### config.mk
export PLATFORM = sky130hd
export DESIGN_NAME = layer_seq
export DESIGN_NICKNAME = d
export VERILOG_FILES = /design/src/rtl/layer_seq.sv
export SDC_FILE = /design/constraint.sdc
export NUM_CORES = 2
export LEC_CHECK = 0
export BUFFER_PORTS_ARGS = -buffer_cell sky130_fd_sc_hd__buf_2
export CAP_MARGIN = 20
export CORE_MARGIN = 8
export CORE_UTILIZATION = 35
export CTS_CLUSTER_SIZE = 25
export DETAILED_ROUTE_END_ITERATION = 10
export GPL_ROUTABILITY_DRIVEN = 0
export PLACE_DENSITY_LB_ADDON = 0.08
export SKIP_CTS_REPAIR_TIMING = 1
export SLEW_MARGIN = 15
export SYNTH_ARGS = -nofsm -noshare
export SYNTH_HDL_FRONTEND = slang
export SYNTH_SLANG_ARGS = --single-unit
### constraint.sdc
create_clock -name clk -period 12.4 [get_ports clk]
set_clock_uncertainty 0.15 [all_clocks]
set_input_delay 0 -clock clk [delete_from_list [all_inputs] [get_ports clk]]
set_output_delay 0 -clock clk [all_outputs]
set_load 0.02 [all_outputs]
### src/rtl/layer_seq.sv
// Layer sequencer for batch_ctrl: walks a descriptor table, driving dims and the
// weight-write / bias-write / run phases, each ended by counting stream handshakes.
module layer_seq #(
    parameter int MAX_LAYERS = 8,
    parameter int LW         = 3
) (
    input  logic          clk,
    input  logic          rst_n,
    input  logic          cfg_we,
    input  logic [LW+1:0] cfg_addr,
    input  logic [31:0]   cfg_wdata,
    input  logic [LW-1:0] num_layers,
    input  logic          start,
    input  logic          abort,
    output logic          busy,
    output logic          done,
    output logic [LW-1:0] layer_idx,
    output logic          run,
    output logic          wwrite,
    output logic          bwrite,
    output logic          backprop,
    output logic [11:0]   ss,
    output logic [11:0]   ds,
    output logic [3:0]    id,
    output logic [3:0]    od,
    output logic [9:0]    fs,
    output logic [9:0]    ks,
    input  logic          src_valid,
    input  logic          src_ready,
    input  logic          dst_valid,
    input  logic          dst_ready
);

    localparam logic [3:0] S_IDLE = 4'd0;
    localparam logic [3:0] S_LOAD = 4'd1;
    localparam logic [3:0] S_CALC = 4'd2;
    localparam logic [3:0] S_WWR  = 4'd3;
    localparam logic [3:0] S_GAP1 = 4'd4;
    localparam logic [3:0] S_BWR  = 4'd5;
    localparam logic [3:0] S_GAP2 = 4'd6;
    localparam logic [3:0] S_RUN  = 4'd7;
    localparam logic [3:0] S_GAP3 = 4'd8;
    localparam logic [3:0] S_NEXT = 4'd9;
    localparam logic [3:0] S_DONE = 4'd10;

    // Weight beats: backprop streams the transposed kernel set, forward the FC matrix.
    function automatic logic [18:0] calc_wbeats(input logic bp_i, input logic [3:0] id_i,
                                                input logic [3:0] od_i, input logic [9:0] ks_i,
                                                input logic [9:0] fs_i);
        logic [18:0] id1, od1, ks1, fs1;
        id1 = {15'd0, id_i} + 19'd1;
        od1 = {15'd0, od_i} + 19'd1;
        ks1 = {9'd0, ks_i} + 19'd1;
        fs1 = {9'd0, fs_i} + 19'd1;
        return bp_i ? (id1 * od1 * ks1) : (od1 * fs1);
    endfunction

    function automatic logic [27:0] calc_rbeats(input logic [15:0] ns_i, input logic [11:0] ds_i);
        logic [27:0] ns_x, ds1;
        ns_x = {12'd0, ns_i};
        ds1  = {16'd0, ds_i} + 28'd1;
        return ns_x * ds1;
    endfunction

    logic [31:0] tbl_w0 [MAX_LAYERS];
    logic [20:0] tbl_w1 [MAX_LAYERS];
    logic [15:0] tbl_w2 [MAX_LAYERS];

    logic [3:0]  state, state_nx;
    logic [15:0] nsamp_q;
    logic [18:0] tgt_w;
    logic [4:0]  tgt_b;
    logic [27:0] tgt_r;
    logic [27:0] beat_cnt;
    logic [27:0] phase_tgt;
    logic        phase_beat;
    logic        phase_last;
    logic        in_phase;
    logic        unused_src_ready;

    assign unused_src_ready = src_ready;

    // Descriptor table is plain storage: no reset, writable only while idle.
    always_ff @(posedge clk) begin
        if (cfg_we && state == S_IDLE) begin
            case (cfg_addr[1:0])
                2'd0:    tbl_w0[cfg_addr[LW+1:2]] <= cfg_wdata;
                2'd1:    tbl_w1[cfg_addr[LW+1:2]] <= cfg_wdata[20:0];
                2'd2:    tbl_w2[cfg_addr[LW+1:2]] <= cfg_wdata[15:0];
                default: ;
            endcase
        end
    end

    always_comb begin
        phase_beat = 1'b0;
        phase_tgt  = '0;
        case (state)
            S_WWR: begin
                phase_beat = src_valid;
                phase_tgt  = {9'd0, tgt_w};
            end
            S_BWR: begin
                phase_beat = src_valid;
                phase_tgt  = {23'd0, tgt_b};
            end
            S_RUN: begin
                phase_beat = dst_valid & dst_ready;
                phase_tgt  = tgt_r;
            end
            default: ;
        endcase
        in_phase   = (state == S_WWR) || (state == S_BWR) || (state == S_RUN);
        phase_last = phase_beat && ((beat_cnt + 28'd1) == phase_tgt);
    end

    always_comb begin
        state_nx = state;
        case (state)
            S_IDLE:  if (start) state_nx = S_LOAD;
            S_LOAD:  state_nx = S_CALC;
            S_CALC:  state_nx = S_WWR;
            S_WWR:   if (phase_last) state_nx = S_GAP1;
            S_GAP1:  state_nx = backprop ? S_GAP2 : S_BWR;
            S_BWR:   if (phase_last) state_nx = S_GAP2;
            S_GAP2:  state_nx = (tgt_r == 28'd0) ? S_GAP3 : S_RUN;
            S_RUN:   if (phase_last) state_nx = S_GAP3;
            S_GAP3:  state_nx = S_NEXT;
            S_NEXT:  state_nx = (layer_idx == num_layers) ? S_DONE : S_LOAD;
            S_DONE:  state_nx = S_IDLE;
            default: state_nx = S_IDLE;
        endcase
        if (abort && state != S_IDLE) state_nx = S_IDLE;
    end

    // Control path: state, layer pointer and beat counter.
    always_ff @(posedge clk or negedge rst_n) begin
        if (!rst_n) begin
            state     <= S_IDLE;
            layer_idx <= '0;
            beat_cnt  <= '0;
        end else begin
            state <= state_nx;
            if (state == S_IDLE && start) begin
                layer_idx <= '0;
            end else if (state == S_NEXT && state_nx == S_LOAD) begin
                layer_idx <= layer_idx + 1'b1;
            end
            // The hitting beat and any gap-state beats never carry into the next phase.
            if (!in_phase || phase_last) begin
                beat_cnt <= '0;
            end else if (phase_beat) begin
                beat_cnt <= beat_cnt + 28'd1;
            end
        end
    end

    // Dims are captured in LOAD only; targets settle in CALC, a cycle ahead of WWR.
    always_ff @(posedge clk or negedge rst_n) begin
        if (!rst_n) begin
            ss       <= '0;
            ds       <= '0;
            id       <= '0;
            od       <= '0;
            fs       <= '0;
            ks       <= '0;
            backprop <= 1'b0;
            nsamp_q  <= '0;
            tgt_w    <= '0;
            tgt_b    <= '0;
            tgt_r    <= '0;
        end else begin
            if (state == S_LOAD) begin
                od       <= tbl_w0[layer_idx][31:28];
                id       <= tbl_w0[layer_idx][27:24];
                ds       <= tbl_w0[layer_idx][23:12];
                ss       <= tbl_w0[layer_idx][11:0];
                backprop <= tbl_w1[layer_idx][20];
                ks       <= tbl_w1[layer_idx][19:10];
                fs       <= tbl_w1[layer_idx][9:0];
                nsamp_q  <= tbl_w2[layer_idx];
            end
            if (state == S_CALC) begin
                tgt_w <= calc_wbeats(backprop, id, od, ks, fs);
                tgt_b <= {1'b0, od} + 5'd1;
                tgt_r <= calc_rbeats(nsamp_q, ds);
            end
        end
    end

    assign busy   = (state != S_IDLE);
    assign done   = (state == S_DONE);
    assign wwrite = (state == S_WWR);
    assign bwrite = (state == S_BWR);
    assign run    = (state == S_RUN);

endmodule

# After elaboration in Yosys (flattened, before gate mapping)
# Memory sizes are Yosys's and may differ from the RTL's. A register that Yosys moved wholly into a read port is not among the register bits.
# Index checks and enable logic that the tools add are counted.
[classes]
n_addsub = 8
mul = 4
n_eq_ne = 15
mux = 25
n_bitwise = 1
n_reduce_logical = 19
[ops]
columns = ["operator", "count"]
rows = [
  ["one-hot mux 28 bit (3 select lines)", 1],
  ["two-way mux 28 bit", 2],
  ["one-hot mux 4 bit (10 select lines)", 1],
  ["adder 28 x 1 -> 28 bit (second input constant)", 1],
  ["equality test 28 bit", 1],
  ["zero test 28 bit", 1],
  ["multiplier 16 x 13 -> 28 bit", 1],
  ["two-way mux 4 bit", 7],
  ["adder 10 x 1 -> 11 bit (second input constant)", 2],
  ["multiplier 10 x 11 -> 19 bit", 1],
  ["two-way mux 19 bit", 1],
  ["equality test 4 x 3 -> 1 bit (second input constant)", 4],
  ["multiplier 5 x 11 -> 16 bit", 1],
  ["adder 4 x 1 -> 5 bit (second input constant)", 3],
  ["adder 12 x 1 -> 13 bit (second input constant)", 1],
  ["equality test 4 bit (second input constant)", 3],
  ["multiplier 5 x 5 -> 10 bit", 1],
  ["two-way mux 1 bit", 9],
  ["equality test 4 x 1 -> 1 bit (second input constant)", 2],
  ["equality test 4 x 2 -> 1 bit (second input constant)", 2],
  ["two-way mux 3 bit", 2],
  ["logical AND 1 bit", 5],
  ["zero test 1 bit", 4],
  ["zero test 4 bit", 1],
  ["other kinds (12)", 15],
]
[totals]
ff_bits = 87
ramBits = 552
in_bits = 49
output_inout_bits = 61
elab_cells = 81
mem_count = 3
[memory_table]
columns = ["name", "words", "word_bits", "rd", "rd_clocked_by_memory_dff", "write_ports", "line", "rtl"]
rows = [
  ["tbl_w0", 8, 32, 1, 1, 1, "65", "logic [31:0] tbl_w0 [MAX_LAYERS];"],
  ["tbl_w1", 8, 21, 1, 1, 1, "66", "logic [20:0] tbl_w1 [MAX_LAYERS];"],
  ["tbl_w2", 8, 16, 1, 1, 1, "67", "logic [15:0] tbl_w2 [MAX_LAYERS];"],
]

# Logic depth before layout (Yosys ltp)
[depth]
depth_word = 11
ltp_mapped = 33
ltp_nobuf = 33

# Worst setup path before layout
# OpenSTA, ideal clock, no wires.
[synth_timing]
path_kind = "flip-flop to flip-flop"
startpoint = "register od[0], read port of tbl_w0"
endpoint = "register tgt_w[18]"
setup_time_ps = 127
t_arrival_ps = 8528
required_time_ps = 12123
path_slack_ps = 3595
stages_incl_launch_ff = 33
n_path_buf = 2
period_less_slack_ps = 8805
path_cell_list = "dfrtp_1 ha_1 xor2_1 clkbuf_1 nand2_1 fa_1 fa_1 fa_1 inv_1 ha_1 a21oi_1 o211ai_1 a21oi_1 xor2_1 clkbuf_1 or2_2 fa_1 fa_1 inv_1 fa_1 fa_1 inv_1 fa_1 inv_1 ha_1 and2_1 o21ai_0 o31ai_1 o41ai_1 o21ai_0 a31oi_1 xnor2_1 o21ai_0"
[synth_via]
elab_chain_len = 4
[synth_lines]
columns = ["item", "line", "rtl"]
rows = [
  ["start: declaration", "25", "output logic [3:0] od,"],
  ["adder 4 x 1 -> 5 bit", "52", "od1 = {15'd0, od_i} + 19'd1;"],
  ["multiplier 5 x 5 -> 10 bit", "55", "return bp_i ? (id1 * od1 * ks1) : (od1 * fs1);"],
  ["multiplier 10 x 11 -> 19 bit", "55", ""],
  ["two-way mux 19 bit", "55", ""],
  ["end signal: assignment", "184", "tgt_w <= calc_wbeats(backprop, id, od, ks, fs);"],
  ["end: declaration", "71", "logic [18:0] tgt_w;"],
]
# No other way between the ends.
# A chain may end at the register's enable or synchronous reset.

# Worst setup path in the final report
# Same ends and word-level chain as after synthesis.

==> results by stage <==
Run status:
- The flow ran to the end, but the final reports show violations.
- The checks that failed: hold timing.

Worst setup path:
- The data arrival time of the critical path is 10.10 ns.
- The endpoint class of the critical path is a flip-flop.
- The startpoint class of the critical path is a flip-flop.
- The class of the most critical setup path is flip-flop to flip-flop.
- In this design, the largest share of critical-path delay is due to adder cells.
- The required time at the endpoint of the critical path is 12.76 ns.
- Counting both buffers and inverters, the worst setup path holds a total of 4.
- The cell with the largest stage delay on the worst path is sky130_fd_sc_hd__xnor2_1.
- The most used cell along the critical path is sky130_fd_sc_hd__fa_1.
- The maximum single-stage delay on the critical path is 0.83 ns.
- The maximum fanout along the worst path is 26.

STA:
- The transition time at the pin with the least slew margin is around 1.0 ns.
- The worst slew slack as a fraction of its limit is 0.298.
- The final critical-path required period is 9.74 ns.
- The share of the clock period used by the worst path after layout is 0.785.
- The final hold violation count is 2.
- The worst hold margin is -0.00588 ns.
- The setup TNS is 0 ns.
- Setup violations remaining at the end of the flow were counted as 0.
- The number of max-slew violations in the final report was 0.
- For this run, the top clock speed supported by timing is 0.103 GHz.
- Setup repair after global routing left no endpoint under its margin.

Die:
- During I/O placement, the number of pins put on the boundary was 110.
- The starting utilization of the core area is 0.351.
- The area of the core is 117000 um^2.
- The height of the die is 359 um.
- The row count is roughly 130.
- The full die area is around 130000 um^2.
- The width of the die is approximately 360 um.

Flow run:
- The max-cap violation count is 0.

GRT:
- In the global route stage, met2 resource usage came out at 0.283.
- The pin count of the biggest net entering global routing is 94.
- For this run, the total global-route usage over all layers was measured as 0.164.
- The routing usage on met3 is 0.0232.
- The number of global-route vias before repair came to 26583.
- The total global routing overflow is 0.
- The routing usage on met1 is 0.218.
- The global-route wire length before repair is between 150 and 200 mm.
- The most heavily used metal layer in global routing is met2.
- The initial antenna violation count is 1.

Min path:
- The min-delay analysis places its worst path in the category primary input to flip-flop.

Placement:
- The estimated wirelength of the detail-placed design is 73.4 mm.
- The number of port buffers is 108.

Logic synthesis:
- sky130_fd_sc_hd__edfxtp_1 takes more of the synthesized area than any other cell.
- The cell area that synthesis handed to floorplanning was 41200 um^2.
- Synthesis produced a netlist with a net count of 3682.
- After synthesis, the cell types taking the most area are sky130_fd_sc_hd__edfxtp_1, sky130_fd_sc_hd__fa_1, sky130_fd_sc_hd__dfrtp_1, sky130_fd_sc_hd__mux4_2, sky130_fd_sc_hd__ha_1.
- Counting flops with a built-in enable in the synthesized netlist gives between 500 and 600.
- For this run, the register share of the synthesized area comes to 0.497.
- The number of different library cells used by synthesis comes to just under 80.
- In this run, synthesis produced a sequential element count of 708.
- For this run, the number of Yosys warnings is 0.
- The area share of the leading cell type in the synthesized netlist is 0.402.
- Of all flip-flops after synthesis, the portion carrying an async set or reset was 0.220.
- The commonest cells after synthesis are sky130_fd_sc_hd__edfxtp_1, sky130_fd_sc_hd__nand2_1, sky130_fd_sc_hd__inv_1.
- A synthesized cell averages approximately 13 um^2.
- Synthesis handed over a netlist of 3208 instances.
- The most numerous cell in the Yosys netlist is sky130_fd_sc_hd__edfxtp_1.
- The most common flop cell mapped by yosys is sky130_fd_sc_hd__edfxtp_1.

Clocking:
- After clock tree synthesis, the clock-pin slew on the worst setup and hold paths is 0.06 ns.
- The master cell of the clock root buffer is sky130_fd_sc_hd__clkbuf_16.
- Clock latency on the worst-skew pair, taken at its later pin, is 0.67 ns.
- TritonCTS built the clock tree.
- CTS built an H-tree with a depth of 3.
- The clock passes through at most 3 buffers.
- The number of clock buffers inserted by TritonCTS is between 80 and 90.
- Counting every sink on the clock net gives 708.

Routing:
- The total number of vias is 24890.
- After detailed routing, the number of remaining DRC violations is 0.
- The count of nets left with antenna violations once routing finished came out at 0.
- The overall routed net length is 107 mm.
- The first TritonRoute pass finished after 5 iterations.
- The average wire per cell in the routed design is 21.5 um.
- The number of DRC markers in iteration 0 is 1320.
- The number of vias per cell is 5.03.

Cells and area:
- In the final layout, the share of cells above drive strength 1 is 0.133.
- The count of nets after finishing is 3824.
- The number of antenna diodes is 0.
- The count of filler cells inserted in the layout is 11098.
- The area added between synthesis and finish is 13.2%.
- Once layout is complete, the utilization of the core stands at 0.397.
-- metal layers --
| layer | vias up | part of all wire |
|---|---|---|
| li1 | 11494 | - |
| met1 | 12859 | 0.46 |
| met2 | 408 | 0.49 |
| met3 | 129 | 0.034 |
| met4 | 0 | 0.021 |
| met5 | - | 0 |
-- logic make-up after synthesis --
family	synth area share
AND/OR/NAND/NOR	0.108
flip-flops	0.497
buffers and inverters	0.0405
adder cells (fa/ha/maj)	0.176
AO/OA/AOI/OAI	0.0426
multiplexers	0.0991
XOR/XNOR	0.0371
-- cell usage in the layout (no fill, tap or decap), drive strengths merged, types with 66 or more instances in the layout --
| cell type | n |
|---|---|
| mux4 | 138 |
| xnor2 | 101 |
| buf | 158 |
| fa | 258 |
| nor2 | 277 |
| dfrtp | 156 |
| a21oi | 110 |
| clkbuf | 116 |
| inv | 289 |
| mux2i | 95 |
| o21ai | 80 |
| xor2 | 66 |
| nand2 | 320 |
| nor2b | 72 |
| ha | 167 |
| edfxtp | 552 |
-- final timing paths --
kind / from / to / slack [ns] / cells past startpoint
worst min register to register: tgt_b[0] / tgt_b[0] / 0.34 / 2
max in group asynchronous: rst_n / nsamp_q[10] / 10.52 / 5
min in group asynchronous: rst_n / layer_idx[2] / 0.36 / 4
worst max register to register: od[0] / tgt_w[18] / 2.66 / 29
worst min-delay path: num_layers[0] / state[1] / -0.006 / 7
worst max-delay path: od[0] / tgt_w[18] / 2.66 / 29
-- registers in the layout (all words and copies together), names as in the netlist, 16 cells and up --
name / flops
beat_cnt: 28
tgt_r: 28
nsamp_q: 16
tbl_w0: 256
tbl_w2: 128
tgt_w: 19
tbl_w1: 168
-- per-stage QoR --
stage	hold slack, ns	instance area, um^2	instances	worst slack (ns)
after global routing	0.00352	46600	4947	1.97
after floorplan	-0.446	41200	3208	3.60
after detailed placement	-0.0457	43600	4755	2.64
final	-0.00588	46600	4947	2.66
after CTS	-0.740	46100	4900	2.61
after global placement	-0.0520	43600	4755	2.76
-- layout make-up --
cell class | instances | area, um^2 | share of cell area
Sequential cell | 708 | 20500 | 0.440
Multi-Input combinational cell | 2069 | 19200 | 0.412
Clock buffer | 115 | 2220 | 0.0475
Tap cell | 1536 | 1920 | 0.0412
Timing Repair Buffer | 204 | 1410 | 0.0302
Inverter | 285 | 1070 | 0.0229
Clock inverter | 30 | 325 | 0.00698
-- worst reg2reg max path, delay by kind of cell, from the launching register on --
family | cells | cell delay, ns
AO/OA/AOI/OAI | 8 | 1.81
XOR/XNOR | 2 | 0.97
adder cells (fa/ha/maj) | 11 | 5.01
AND/OR/NAND/NOR | 4 | 0.93
buffers and inverters | 4 | 0.44
flip-flops | 1 | 0.32
Power is not shown: default switching activity piles up to over one toggle a cycle in this logic, so the estimate is an artifact.
